### config.mk
export PLATFORM = sky130hd
export DESIGN_NAME = hub75_fetchshift
export DESIGN_NICKNAME = d
export VERILOG_FILES = /design/src/rtl/hub75_pkg.sv /design/src/rtl/hub75_bitsel.sv /design/src/rtl/hub75_fetchshift.sv
export SDC_FILE = /design/constraint.sdc
export NUM_CORES = 1
export LEC_CHECK = 0
export ABC_AREA = 1
export CAP_MARGIN = 40
export CORE_MARGIN = 2
export CORE_UTILIZATION = 51
export DETAILED_ROUTE_END_ITERATION = 6
export PLACE_DENSITY_LB_ADDON = 0.08
export SLEW_MARGIN = 10
export SYNTH_ARGS = -nofsm -noshare
export SYNTH_HDL_FRONTEND = slang
export SYNTH_SLANG_ARGS = --single-unit
export TNS_END_PERCENT = 20
### constraint.sdc
create_clock -name sys_clk -period 2.93 [get_ports sys_clk]
set_input_delay 0.586 -clock sys_clk [delete_from_list [all_inputs] [get_ports sys_clk]]
set_output_delay 0.586 -clock sys_clk [all_outputs]
set_load 0.005 [all_outputs]
### src/rtl/hub75_pkg.sv
// Shared definitions for the HUB75 fetch/shift engine: FSM encoding,
// pixel word layout and default panel geometry.
package hub75_pkg;

  localparam int PIX_W     = 24;
  localparam int CH_W      = 8;
  localparam int R_OFS     = 16;
  localparam int G_OFS     = 8;
  localparam int B_OFS     = 0;
  localparam int DEF_COLS  = 64;
  localparam int DEF_ROW_W = 5;

  typedef enum logic [2:0] {
    ST_IDLE      = 3'd0,
    ST_FETCH_TOP = 3'd1,
    ST_FETCH_BOT = 3'd2,
    ST_LOAD      = 3'd3,
    ST_CLK_HI    = 3'd4,
    ST_TAIL      = 3'd5
  } state_t;

endpackage

### src/rtl/hub75_bitsel.sv
// Picks one bit plane out of each colour channel of a packed pixel word.
module hub75_bitsel
  import hub75_pkg::*;
(
  input  logic [PIX_W-1:0] pix,
  input  logic [2:0]       bit_sel,
  output logic             r,
  output logic             g,
  output logic             b
);

  logic [CH_W-1:0] ch_r;
  logic [CH_W-1:0] ch_g;
  logic [CH_W-1:0] ch_b;

  assign ch_r = pix[R_OFS +: CH_W];
  assign ch_g = pix[G_OFS +: CH_W];
  assign ch_b = pix[B_OFS +: CH_W];

  assign r = ch_r[bit_sel];
  assign g = ch_g[bit_sel];
  assign b = ch_b[bit_sel];

endmodule

### src/rtl/hub75_fetchshift.sv
// Fetches a scan row's top and bottom pixels from the frame buffer and
// shifts the selected bit plane onto the HUB75 data pins, one column per 4 cycles.
module hub75_fetchshift #(
  parameter int COLS   = hub75_pkg::DEF_COLS,
  parameter int COL_W  = $clog2(COLS),
  parameter int ROW_W  = hub75_pkg::DEF_ROW_W,
  parameter int ADDR_W = 1 + ROW_W + COL_W,
  parameter int PIX_W  = hub75_pkg::PIX_W
) (
  input  logic              sys_clk,
  input  logic              rst_n,
  input  logic              start,
  input  logic [2:0]        bit_in,
  input  logic [7:0]        row_in,
  output logic              busy,
  output logic              fb_rd_en,
  output logic [ADDR_W-1:0] fb_addr,
  input  logic [PIX_W-1:0]  fb_data,
  output logic              r0,
  output logic              g0,
  output logic              b0,
  output logic              r1,
  output logic              g1,
  output logic              b1,
  output logic              pix_clk
);

  import hub75_pkg::*;

  localparam logic [COL_W-1:0] LAST_COL = COL_W'(COLS - 1);
  localparam logic [COL_W-1:0] COL_ONE  = COL_W'(1);

  state_t           state;
  logic [COL_W-1:0] col;
  logic [COL_W-1:0] col_next;
  logic [ROW_W-1:0] row_q;
  logic [2:0]       bit_q;
  logic             top_r, top_g, top_b;
  logic             sel_top_r, sel_top_g, sel_top_b;
  logic             sel_bot_r, sel_bot_g, sel_bot_b;
  logic             unused_row_bits;

  assign unused_row_bits = ^row_in[7:ROW_W];
  assign col_next        = col + COL_ONE;
  assign busy            = (state != ST_IDLE);

  hub75_bitsel u_bitsel_top (
    .pix     (fb_data),
    .bit_sel (bit_q),
    .r       (sel_top_r),
    .g       (sel_top_g),
    .b       (sel_top_b)
  );

  hub75_bitsel u_bitsel_bot (
    .pix     (fb_data),
    .bit_sel (bit_q),
    .r       (sel_bot_r),
    .g       (sel_bot_g),
    .b       (sel_bot_b)
  );

  // Read strobe and address are registered one state ahead so they are
  // valid throughout FETCH_TOP/FETCH_BOT; read data then lands one state later.
  always_ff @(posedge sys_clk or negedge rst_n) begin
    if (!rst_n) begin
      state    <= ST_IDLE;
      col      <= '0;
      row_q    <= '0;
      bit_q    <= '0;
      top_r    <= 1'b0;
      top_g    <= 1'b0;
      top_b    <= 1'b0;
      r0       <= 1'b0;
      g0       <= 1'b0;
      b0       <= 1'b0;
      r1       <= 1'b0;
      g1       <= 1'b0;
      b1       <= 1'b0;
      pix_clk  <= 1'b0;
      fb_rd_en <= 1'b0;
      fb_addr  <= '0;
    end else begin
      pix_clk <= (state == ST_CLK_HI);
      unique case (state)
        ST_IDLE: begin
          if (start) begin
            bit_q    <= bit_in;
            row_q    <= row_in[ROW_W-1:0];
            col      <= '0;
            fb_rd_en <= 1'b1;
            fb_addr  <= {1'b0, row_in[ROW_W-1:0], {COL_W{1'b0}}};
            state    <= ST_FETCH_TOP;
          end
        end
        ST_FETCH_TOP: begin
          fb_addr <= {1'b1, row_q, col};
          state   <= ST_FETCH_BOT;
        end
        ST_FETCH_BOT: begin
          fb_rd_en <= 1'b0;
          top_r    <= sel_top_r;
          top_g    <= sel_top_g;
          top_b    <= sel_top_b;
          state    <= ST_LOAD;
        end
        ST_LOAD: begin
          r0    <= top_r;
          g0    <= top_g;
          b0    <= top_b;
          r1    <= sel_bot_r;
          g1    <= sel_bot_g;
          b1    <= sel_bot_b;
          state <= ST_CLK_HI;
        end
        ST_CLK_HI: begin
          if (col == LAST_COL) begin
            state <= ST_TAIL;
          end else begin
            col      <= col_next;
            fb_rd_en <= 1'b1;
            fb_addr  <= {1'b0, row_q, col_next};
            state    <= ST_FETCH_TOP;
          end
        end
        ST_TAIL: begin
          state <= ST_IDLE;
        end
        default: begin
          state <= ST_IDLE;
        end
      endcase
    end
  end

endmodule
==> qor.csv <==
stage,metric,value,unit
cts,cts_buffers,5,
critical_path,path_cells,nor2_4 > nand2_2 > clkdlybuf4s50_1,
timing,drv_slew,0,
drt,vias,1917,
layout,area_growth,34.3,%
global_route,grt_pass1_vias,1815,
drt,wl,4.78,mm
critical_path,worstSetupPathType,flop to output port,
floorplanning,rows,23,
timing,slew_headroom,73.9,%
critical_path,rrSetupSlack,1370,ps
timing,fin_ws,787,ps
timing,period_needed,2140,ps
synthesis,synth_area_leaders,"dfrtp_1 (48%), nand2_1 (20%), nand3_1 (6.2%), nor2_1 (4.5%), o21ai_0 (4.3%)",
global_route,grt_usage,23.4,%
flow_run,drv_cap,0,
power_and_ir_drop,p_leak,1.45,nW
critical_path,r2r_cells,9,
global_route,grt_overflow,0,
timing,setup_tns,0,ps
power_and_ir_drop,p_per_area,944,nW/µm²
floorplanning,ios,59,
layout,drive_above_1_share,9.01,%
layout,n_fill_cell,332,
drt,final_antenna_net_count,0,
timing,rsz0062_at_grt,false,
synthesis,yosysWarningCount,0,
global_route,grt_pass1_wl,8.00,mm
cts,clock_latency,290,ps
hold_path,hp-class,input pin to asynchronous set/reset pin,
drt,drc,0,
floorplanning,core,3970,µm²
synthesis,ys_types,23,
timing,setup_viol,0,
critical_path,end_kind,output port,
cts,root_buffer,clkbuf_8,
critical_path,worst-path-max-fanout,5,
floorplanning,fp.dieH,68.0,µm
timing,tightest_slew,388,ps
synthesis,netlist_instances,274,
global_route,grt_max_degree,37,
floorplanning,dieArea,4630,µm²
synthesis,synthesis.nets,313,
drt,dr.pass1.iters,7,
critical_path,critPathMaxStageDelay,460,ps
placement,place_ws,1030,ps
cts,clock_path_buffers,2,
critical_path,worstPathRequired,2340,ps
cts,cts_resized,0,
critical_path,r2r-end,fb_addr[11],
drt,vias_per_cell,5.01,
cts,clk_pin_slew,80,ps
outcome,status,"finished, final reports clean",
placement,gp_congestion,0.896,
cts,clock-sinks,40,
layout,nets,371,
timing,fin_crit_sh,73.2,%
cts,cts_hold_buf,0,
timing,fin_hold_ws,107,ps
timing,max_freq,0.467,GHz
layout,regArea,1000,µm²
synthesis,synth-seq-area-share,47.8,%
placement,io_buffers,55,
critical_path,cp-start-kind,flop,
critical_path,cp_data_arrival_time,1560,ps
synthesis,ys_ff_latch,40,
synthesis,syn_area_per_cell,7.64,µm²
power_and_ir_drop,vdd_drop_max,0.615,mV
timing,hold_viol,0,
drt,drtIter0Drc,80,
layout,diodes,0,
synthesis,synth_top_cell_by_area,dfrtp_1,
cts,postCtsSetupBuffers,0,
cts,cts_max_level,2,
critical_path,reg2reg_from,state[0],
global_route,antenna_found_initial,0,
floorplanning,start_util,52.7,%
layout,multi_input_area,951,µm²
synthesis,synth_top_area_share,47.8,%
drt,wl_per_cell,12.5,µm
floorplanning,die_w,68.0,µm
cts,cts_tree,built,
timing,fin_skew,3.16,ps
synthesis,netlist_area,2090,µm²
critical_path,critPathSlowestCell,dfrtp_1,
placement,hpwlAfterDp,3.56,mm
-- stage by stage --
step / util, % / total power (W) / std cells / area [µm²]
2_1_floorplan: - / 0.00174 / 274 / 2090
3_3_place_gp: 67.1 / 0.00212 / 374 / 2660
3_5_place_dp: 67.6 / 0.00216 / 375 / 2680
4_1_cts: 70.8 / 0.00267 / 383 / 2810
5_1_grt: 70.8 / 0.00288 / 383 / 2810
6_report: 70.8 / 0.00265 / 383 / 2810
-- Yosys cell counts (all sizes together) --
master,number
nand2,119
dfrtp,40
nor2,28
nand3,27
inv,25
o21ai,18
a21oi,4
clkbuf,3
nor3,3
buf,2
o21bai,2
ha,1
nand3b,1
o21a,1
-- worst max-delay path: cells and delay by family (launching register included) --
family                 cells  cell delay [ps]
buffers and inverters      1              460
and+or+nand+nor            2              350
DFF                        1              460
-- power breakdown --
| part | internal [W] | total, W | switching [W] | leakage [nW] |
|---|---|---|---|---|
| Sequential | 0.000758 | 0.000937 | 0.000179 | 0.509 |
| Clock | 0.000301 | 0.000495 | 0.000195 | 0.0645 |
| Combinational | 0.000514 | 0.00122 | 0.000708 | 0.876 |
-- kinds of logic (layout without fill, tap and decap cells) --
group / after synthesis / after routing / synth area share [%]
AOI/OAI and AO/OA: 25 / 25 / 6.34
adders and majority gates: 1 / 1 / 0.598
buffers and inverters: 30 / 89 / 6.70
DFF: 40 / 40 / 47.8
and+or+nand+nor: 178 / 178 / 38.5
-- sequential cells by signal, summed over array words and instances (netlist names) --
signal,flops
bit_q,3
b0,1
state,3
r0,1
row_q,5
top_r,1
top_g,1
col,6
top_b,1
pix_clk,1
r1,1
g0,1
fb_rd_en,1
b1,1
g1,1
fb_addr,12
-- cells in the final DEF (no fill, tap or decap), types with 4 or more instances in the layout --
| cell | count |
|---|---|
| nand2_1 | 109 |
| inv_1 | 20 |
| nand3_1 | 26 |
| clkbuf_8 | 7 |
| nand2_4 | 5 |
| nor2_1 | 25 |
| dfrtp_1 | 40 |
| a21oi_1 | 4 |
| o21ai_0 | 18 |
| clkdlybuf4s50_1 | 54 |
| nand2_2 | 5 |
-- cell type report --
cell class,count,share of cell area [%]
Clock buffer,7,3.43
Clock inverter,1,1.07
Inverter,25,3.70
Multi-Input combinational cell,204,33.8
Sequential cell,40,35.6
Tap cell,50,2.23
Timing Repair Buffer,56,20.1
-- metal layers --
layer	GRT usage (%)	vias to the layer above	wire (µm)
met4	5.75	0	54
met5	0	-	0
met1	30.9	887	2160
met3	5.76	6	253
met2	38.5	49	2310
li1	-	975	-
-- worst max path at each step --
stage,start,endpoint,cells past startpoint
detailed placement,start,col[3],8
floorplan,state[0],fb_addr[0],10
global route,state[0],busy,3
global placement,start,fb_addr[11],8
finish,state[0],busy,3
CTS,state[0],busy,3
(Power assumes the default switching activity.)
